===== src/rtl/board_reader.sv =====
// board_reader -- read-side scanner for the 160x120 (3-bit) game-board RAM.
//
// On a start pulse in IDLE, sweeps every cell in row-major order (x fastest),
// one RAM read per cycle in which grant is high. Each read is forwarded one
// cycle later to the VGA adapter as a pixel write. Optionally tallies cells
// owned by each of four players.
//
// Ports:
//   CLOCK_50        in   system clock (rising edge)
//   resetn          in   async active-low reset
//   start           in   begin a frame scan (sampled only in IDLE)
//   grant           in   RAM port belongs to this block this cycle
//   ram_q[2:0]      in   RAM read data, valid the cycle after the address
//   ram_address     out  {x[7:0], y[6:0]}
//   vga_x/y/colour  out  pixel coordinates and colour
//   vga_plot        out  pixel write strobe
//   busy            out  high outside IDLE
//   done            out  one-cycle pulse at frame end
//   p1..p4_count    out  owned cells per player, last completed frame
//
// Build option: define BOARD_READER_TURF_COUNT_EN to build the territory
// counters; otherwise the count outputs are tied to zero.

module board_reader #(
    parameter int WIDTH  = 160,
    parameter int HEIGHT = 120
) (
    input  logic        CLOCK_50,
    input  logic        resetn,
    input  logic        start,
    input  logic        grant,
    input  logic [2:0]  ram_q,
    output logic [14:0] ram_address,
    output logic [7:0]  vga_x,
    output logic [6:0]  vga_y,
    output logic [2:0]  vga_colour,
    output logic        vga_plot,
    output logic        busy,
    output logic        done,
    output logic [14:0] p1_count,
    output logic [14:0] p2_count,
    output logic [14:0] p3_count,
    output logic [14:0] p4_count
);

    localparam logic [7:0] X_LAST = 8'(WIDTH - 1);
    localparam logic [6:0] Y_LAST = 7'(HEIGHT - 1);

    typedef enum logic [1:0] {S_IDLE, S_SCAN, S_DRAIN, S_DONE} state_t;

    state_t     state, state_nxt;
    logic [7:0] x;
    logic [6:0] y;
    logic       issue;
    logic       last_cell;

    // Plot pipeline stage: one cycle behind the issued read.
    logic       plot_q;
    logic [7:0] px;
    logic [6:0] py;
    logic [2:0] col_q;

    assign issue     = (state == S_SCAN) && grant;
    assign last_cell = (x == X_LAST) && (y == Y_LAST);

    // ---------------- FSM ----------------
    always_ff @(posedge CLOCK_50 or negedge resetn) begin
        if (!resetn) state <= S_IDLE;
        else         state <= state_nxt;
    end

    always_comb begin
        state_nxt = state;
        busy      = 1'b1;
        done      = 1'b0;
        case (state)
            S_IDLE: begin
                busy = 1'b0;
                if (start) state_nxt = S_SCAN;
            end
            S_SCAN:  if (issue && last_cell) state_nxt = S_DRAIN;
            S_DRAIN: state_nxt = S_DONE;
            S_DONE: begin
                done      = 1'b1;
                state_nxt = S_IDLE;
            end
            default: state_nxt = S_IDLE;
        endcase
    end

    // ---------------- scan counter ----------------
    // The address is the counter itself, so it naturally holds while grant is low.
    always_ff @(posedge CLOCK_50 or negedge resetn) begin
        if (!resetn) begin
            x <= '0;
            y <= '0;
        end else if (state == S_IDLE && start) begin
            x <= '0;
            y <= '0;
        end else if (issue) begin
            if (x == X_LAST) begin
                x <= '0;
                y <= (y == Y_LAST) ? '0 : y + 7'd1;
            end else begin
                x <= x + 8'd1;
            end
        end
    end

    assign ram_address = {x, y};

    // ---------------- plot pipeline ----------------
    always_ff @(posedge CLOCK_50 or negedge resetn) begin
        if (!resetn) begin
            plot_q <= 1'b0;
            px     <= '0;
            py     <= '0;
            col_q  <= '0;
        end else begin
            plot_q <= issue;
            if (issue) begin
                px <= x;
                py <= y;
            end
            if (plot_q) col_q <= ram_q;
        end
    end

    // RAM data arrives in the plot cycle itself, so colour passes straight
    // through while plotting and holds the last plotted value otherwise.
    assign vga_plot   = plot_q;
    assign vga_x      = px;
    assign vga_y      = py;
    assign vga_colour = plot_q ? ram_q : col_q;

    // ---------------- territory counters ----------------
`ifdef BOARD_READER_TURF_COUNT_EN
    localparam logic [3:0][2:0] OWN_CODE = {3'b110, 3'b100, 3'b010, 3'b001};

    logic [3:0][14:0] run_cnt;
    logic [3:0][14:0] out_cnt;
    logic [3:0]       hit;

    always_comb begin
        hit = '0;
        for (int p = 0; p < 4; p++)
            hit[p] = plot_q && (ram_q == OWN_CODE[p]);
    end

    // The last cell is plotted during DRAIN, so its hit is folded into the
    // published value on the same edge that clears the running count.
    always_ff @(posedge CLOCK_50 or negedge resetn) begin
        if (!resetn) begin
            run_cnt <= '0;
            out_cnt <= '0;
        end else if (state == S_DRAIN) begin
            for (int p = 0; p < 4; p++)
                out_cnt[p] <= run_cnt[p] + 15'(hit[p]);
            run_cnt <= '0;
        end else begin
            for (int p = 0; p < 4; p++)
                if (hit[p]) run_cnt[p] <= run_cnt[p] + 15'd1;
        end
    end

    assign p1_count = out_cnt[0];
    assign p2_count = out_cnt[1];
    assign p3_count = out_cnt[2];
    assign p4_count = out_cnt[3];
`else
    assign p1_count = '0;
    assign p2_count = '0;
    assign p3_count = '0;
    assign p4_count = '0;
`endif

endmodule


===== config.mk =====
export PLATFORM = sky130hd
export DESIGN_NAME = board_reader
export DESIGN_NICKNAME = d
export VERILOG_FILES = /design/src/rtl/board_reader.sv
export SDC_FILE = /design/constraint.sdc
export NUM_CORES = 1
export LEC_CHECK = 0
export BUFFER_PORTS_ARGS = -buffer_cell sky130_fd_sc_hd__buf_2
export CORE_ASPECT_RATIO = 0.9
export CORE_UTILIZATION = 30
export DETAILED_ROUTE_END_ITERATION = 10
export PLACE_DENSITY_LB_ADDON = 0.15
export SLEW_MARGIN = 5
export SYNTH_ARGS = -nofsm -noshare
export SYNTH_HDL_FRONTEND = slang
export SYNTH_SLANG_ARGS = --single-unit

===== constraint.sdc =====
create_clock -name CLOCK_50 -period 4.8 [get_ports CLOCK_50]
set_clock_uncertainty 0.2 [all_clocks]
set_input_delay 1.44 -clock CLOCK_50 [delete_from_list [all_inputs] [get_ports CLOCK_50]]
set_output_delay 1.44 -clock CLOCK_50 [all_outputs]
set_load 0.05 [all_outputs]

After elaboration in Yosys (flattened, before gate mapping):

Index checks and enable logic that the tools add are counted.

* flip-flop bits (word level): 36
* output and inout port bits: 96
* input port bits: 7
* word-level logic and storage cells: 38

* equality and inequality tests: 7
* reductions and logical operators: 9
* add/subtract/negate cells: 2
* muxes and demuxes: 13

Operators with widths (number)
* $mux W7: 4
* $mux W8: 3
* $add A8 B1 Y8 const B: 1
* $eq A8 B8 Y1 const B: 1
* $pmux W2 S4: 1
* $add A7 B1 Y7 const B: 1
* $eq A7 B7 Y1 const B: 1
* $eq A2 B2 Y1 const B: 2
* $logic_and A1 B1 Y1: 4
* $mux W2: 2
* $reduce_and A2 Y1: 2
* $reduce_bool A2 Y1: 2
* $mux W3: 1
* $eq A2 B1 Y1 const B: 1
* $logic_not A2 Y1: 1
* $mux W1: 2
* $ne A2 B1 Y1 const B: 1
* $ne A2 B2 Y1 const B: 1

Depth between registers and ports, before layout:

Gate-level depths: netlist of the first run.

* depth in word-level cells: 5
* mapped depth: 8
* mapped depth without buffers: 7

Worst setup path before layout of the first run:

Ideal clock, no wire load.

* kind: input to output
* from: input port ram_q[0]
* to: output port vga_colour[0]
* arrival time: 1819 ps
* data required time: 3160 ps
* path buffers: 0
* setup slack: 1341 ps
* cell stages on the path: 1
* cell sequence: mux2_2

* cells in the longest elaborated chain, start to end: 1

Ends and longest elaborated chain
* from (decl): line 32 `input logic [2:0] ram_q,`
* $mux W3: line 134 `assign vga_colour = plot_q ? ram_q : col_q;`
* to (decl): line 36 `output logic [2:0] vga_colour,`

Every way passes these cells.

Final worst setup path of the first run:

Ends and elaborated chain as after synthesis.

==> impl_metrics.yaml, run 1 <==
run_status:
  status: "finished clean"
routing:
  vias: 1488
  routed_wl_um: 4091
  wl_per_cell_um: 11.15
  initialDrtViolationCount: 57
  final_antenna_net_count: 0
  drt_first_pass_iters: 4
  drc_errors: 0
  viasPerCell: 4.054
yosys:
  yosys_warnings: 0
  synth-main-ff-cell: "dfrtp_1"
  avgSynthCellArea_um2: 9.122
  netlist_area_um2: 2135
  synth_cells: 234
  synth_edf_count: 0
  synth_seq_cells: 36
  ys_seq_area_share_pct: 42.20
  ys_async_sr_fraction_pct: 100.0
  ys_types: 33
floorplan:
  die-area_um2: 7457
  die_y_um: 82.03
  die_w_um: 90.92
  start_util_pct: 31.73
  core_um2: 6726
  io-pin-count: 103
  rows: 28
worst_setup_path:
  path_cells: "buf_2, mux2_2, buf_2"
  r2r-end: "y[6]"
  cp-start-kind: "input pin"
  r2r_cells: 5
  cp.arrival_ns: 2.01
  endpoint_kind: "output port"
  cpMaxStageDelayCell: "mux2_2"
  cp_slowest_stage_delay_ns: 0.27
  reg2reg_setup_slack_ns: 2.72
  reg2reg_from: "x[0]"
  path_max_fanout: 2
  crit_top_cell: "buf_2"
  required_ns: 3.16
  critPathKind: "in -> out"
cts:
  clock_latency_ns: 0.29
  path_clk_slew_ns: 0.07
  htree_levels: 2
  cts_setup_buffers: 0
  clk_path_buf_depth: 2
  cts_tree: "yes"
  cts.sinks: 36
  root_buffer: "clkbuf_8"
  numCtsBuffers: 5
  post_cts_resized: 0
  postCtsHoldBufs: 0
finish:
  n_fill_cell: 721
  multi_input_area_um2: 947.2
  register_area_um2: 900.9
  fin_nets: 290
  n_antenna_cell: 0
  drive_above_1_share_pct: 20.58
  syn_to_final_growth_pct: 7.444
timing:
  post-route-period-util_pct: 76.08
  fin_crit_ns: 3.652
  slew_viol_final: 0
  maxSlewHeadroom_pct: 44.49
  tightest_slew_ns: 0.8327
  fin_setup_tns_ns: 0
  hold_viol: 0
  setup_violations: 0
  rsz0062_at_grt: "false"
  clock.fmax_ghz: 0.2738
  hold_ws_ns: 0.2738
power:
  fin_total_pwr_mw: 0.9664
  p_leak_nw: 1.282
  power_density_nw_per_um2: 421.4
  ir_drop_mv: 0.1023
min_path:
  worstHoldEndpoint: "vga_y[2]"
  hold_start: "vga_y[2]"
  hold_path_depth: 2
  hold_path.class: "reg -> reg"
placement:
  place.gp.congestion: 0.7702
  port_buffers: 42
  dpl.hpwl_um: 2843
global_routing:
  grt_pass1_wl_um: 6679
  gr-total-overflow: 0
  antenna_found_initial: 0
  grt_pass1_vias: 1300
  grt_start_max_net_pins: 37
  grtUsageTotal_pct: 11.66
job:
  cap_violations: 0
-- how the worst max path moves through the flow --
stage | start | endpoint | slack (ns) | cells past startpoint
after CTS | ram_q[0] | vga_colour[0] | 1.15 | 3
after global placement | ram_q[0] | vga_colour[0] | 1.15 | 3
final | ram_q[0] | vga_colour[0] | 1.15 | 3
after floorplan | ram_q[0] | vga_colour[0] | 1.34 | 1
after global routing | ram_q[1] | vga_colour[1] | 1.13 | 3
after detailed placement | ram_q[0] | vga_colour[0] | 1.14 | 3
-- cell type report --
class                      count  share of cell area [%]
multi-input combinational    185                   41.30
timing repair buffer          44                   9.820
clock buffer                   6                   3.601
inverter                       4                  0.6547
clock inverter                 2                  0.4364
sequential                    36                   39.28
tap                           90                   4.910
-- kinds of logic (layout without fill, tap and decap cells) --
kind of cell | after synthesis | in the layout | synth area share (%)
compound gates | 13 | 13 | 3.634
xor+xnor | 7 | 7 | 2.872
fa+ha+maj | 7 | 7 | 4.103
buf+inv | 72 | 56 | 23.80
flops | 36 | 36 | 42.20
mux | 7 | 7 | 3.517
other cells | 1 | 60 | 0.1757
simple gates | 91 | 91 | 19.70
-- cell usage in the layout (no fill, tap or decap), drive strengths merged, types with 5 or more instances in the layout --
cell    count
a21oi       6
buf        44
clkbuf      6
conb       60
dfrtp      36
ha          7
nand2      55
nand4       5
nor2        8
nor3        6
-- registers in the layout (all words and copies together) (netlist names) --
signal / flops
vga_plot: 1
vga_x: 8
x: 8
vga_y: 7
y: 7
col_q: 3
state: 2
-- metrics by stage --
step	cells	setup slack, ns	util (%)	instance area, um2
5_1_grt	367	1.131	34.10	2293
3_5_place_dp	359	1.144	32.72	2201
3_3_place_gp	359	1.153	32.72	2201
4_1_cts	367	1.145	34.10	2293
6_report	367	1.148	34.10	2293
2_1_floorplan	293	1.341	-	2356
-- worst max-delay path, delay by kind of cell --
| family | cells | cell delay [ns] |
|---|---|---|
| buf+inv | 2 | 0.30 |
| mux | 1 | 0.27 |
-- per-layer routing --
metal | vias up | part of all wire (%) | track usage, %
met5 | - | 0 | 0
met4 | 0 | 1.1 | 3.333
met3 | 6 | 6.9 | 4.630
met2 | 59 | 47 | 18.18
met1 | 701 | 45 | 15.02
li1 | 722 | - | -
-- power breakdown --
part,switching [mW],internal [mW]
Sequential,0.0411,0.342
Clock,0.111,0.115
Combinational,0.300,0.0573
-- Yosys cell counts (2+ instances only) --
master	instances	area share, %
a211oi_1	2	0.70
nor3_1	6	1.4
buf_1	2	0.35
nand2_1	55	9.7
buf_4	61	21
nor2_1	8	1.4
ha_1	7	4.1
xor2_1	4	1.6
o21ai_0	2	0.47
and3_1	4	1.2
mux2_2	4	2.1
and4_1	2	0.82
xnor2_1	3	1.2
nand3_1	4	0.94
a21oi_1	6	1.4
clkbuf_1	3	0.53
inv_1	4	0.70
dfrtp_1	36	42
nand4_1	5	1.5
mux2i_1	3	1.4
Note: power is estimated with default switching activity, not from simulation.
==> inputs of run 2 (changes only) <==
==> constraint.sdc (replaced) <==
create_clock -name CLOCK_50 -period 3.8 [get_ports CLOCK_50]
set_clock_uncertainty 0.2 [all_clocks]
set_input_delay 1.14 -clock CLOCK_50 [delete_from_list [all_inputs] [get_ports CLOCK_50]]
set_output_delay 1.14 -clock CLOCK_50 [all_outputs]
set_load 0.05 [all_outputs]
==> impl_metrics.yaml, run 2 (same netlist as run 1, synthesis figures left out) <==
cts:
  numCtsBuffers: 5
  clock_latency_ns: 0.29
  cts_tree: "yes"
  htree_levels: 2
  cts_setup_buffers: 0
  clk_path_buf_depth: 2
  root_buffer: "clkbuf_8"
  path_clk_slew_ns: 0.07
  cts.sinks: 36
  post_cts_resized: 0
  postCtsHoldBufs: 0
power:
  p_leak_nw: 1.309
  ir_drop_mv: 0.1233
  fin_total_pwr_mw: 1.401
  power_density_nw_per_um2: 593.8
routing:
  drt_first_pass_iters: 4
  initialDrtViolationCount: 47
  final_antenna_net_count: 0
  wl_per_cell_um: 10.90
  vias: 1455
  viasPerCell: 3.965
  drc_errors: 0
  routed_wl_um: 4002
worst_setup_path:
  path_max_fanout: 2
  crit_top_cell: "buf_2"
  cp_slowest_stage_delay_ns: 0.26
  cp.arrival_ns: 1.71
  critPathKind: "in -> out"
  cp-start-kind: "input pin"
  cpMaxStageDelayCell: "mux2_2"
  endpoint_kind: "output port"
  path_cells: "buf_2, mux2_2, buf_2"
  required_ns: 2.46
timing:
  hold_ws_ns: 0.2706
  post-route-period-util_pct: 80.27
  tightest_slew_ns: 0.8283
  fin_setup_tns_ns: 0
  slew_viol_final: 0
  maxSlewHeadroom_pct: 44.78
  hold_viol: 0
  fin_crit_ns: 3.050
  setup_violations: 0
  clock.fmax_ghz: 0.3278
  rsz0062_at_grt: "false"
  setup_ws_ns: 0.7498
global_routing:
  grt_start_max_net_pins: 37
  grtUsageTotal_pct: 11.02
  gr-total-overflow: 0
  antenna_found_initial: 0
  grt_pass1_vias: 1257
  grt_pass1_wl_um: 6341
floorplan:
  core_um2: 6726
  io-pin-count: 103
  die_w_um: 90.92
  die-area_um2: 7457
  start_util_pct: 31.73
  die_y_um: 82.03
  rows: 28
finish:
  final_cell_mix: "conb_1 (60), nand2_1 (55), buf_2 (42)"
  drive_above_1_share_pct: 20.58
  n_antenna_cell: 0
  syn_to_final_growth_pct: 10.55
  fin_nets: 290
  layout_commonest_cell: "conb_1"
  final_area_um2: 2360
placement:
  place_area_um2: 2201
  dpl.hpwl_um: 2785
  post-place-ws_ns: 0.7457
  port_buffers: 42
  place.gp.congestion: 0.7361
min_path:
  hold_path.class: "reg -> reg"
run_status:
  status: "finished clean"
job:
  cap_violations: 0
-- run 2: cell count changes in the layout (fill, tap and decap cells not counted), sizes merged --
| cell | before | now |
|---|---|---|
| bufinv | 0 | 3 |
| clkinv | 2 | 0 |
| clkbuf | 6 | 5 |
-- run 2: critical path: cells and delay by family --
kind	cells	cell delay, ns
mux	1	0.26
buf+inv	2	0.31
-- run 2: area by class of cell --
class / count / area [um2]
clock buffer: 5 / 68.82
clock inverter: 3 / 90.09
sequential: 36 / 900.9
timing repair buffer: 44 / 225.2
inverter: 4 / 15.01
tap: 90 / 112.6
multi-input combinational: 185 / 947.2
fill: 722 / 4367
-- run 2: worst paths after layout --
check | from | end | slack [ns] | cells after the start
hold reg to reg | vga_y[2] | vga_y[2] | 0.27 | 2
hold / removal | vga_y[2] | vga_y[2] | 0.27 | 2
max in group asynchronous | resetn | vga_x[0] | 2.13 | 1
setup / recovery | ram_q[2] | vga_colour[2] | 0.75 | 3
min in group asynchronous | resetn | col_q[0] | 0.74 | 1
setup reg to reg | x[0] | y[6] | 1.69 | 5
-- run 2: routing by layer --
metal	global-route usage (%)	wire length [um]
met3	3.148	203
met2	17.50	1846
met1	14.12	1890
met4	4.762	62
met5	0	0
-- run 2: power by group --
| group | total [mW] | internal, mW | switching [mW] |
|---|---|---|---|
| clock | 0.469 | 0.328 | 0.141 |
| sequential | 0.484 | 0.433 | 0.0512 |
| combinational | 0.448 | 0.0724 | 0.376 |
| total | 1.40 | 0.833 | 0.568 |
-- run 2: per-stage QoR --
step	std cells	utilization [%]
after floorplan	293	-
after global placement	359	32.72
after detailed placement	359	32.72
after CTS	367	35.08
after global routing	367	35.08
final	367	35.08
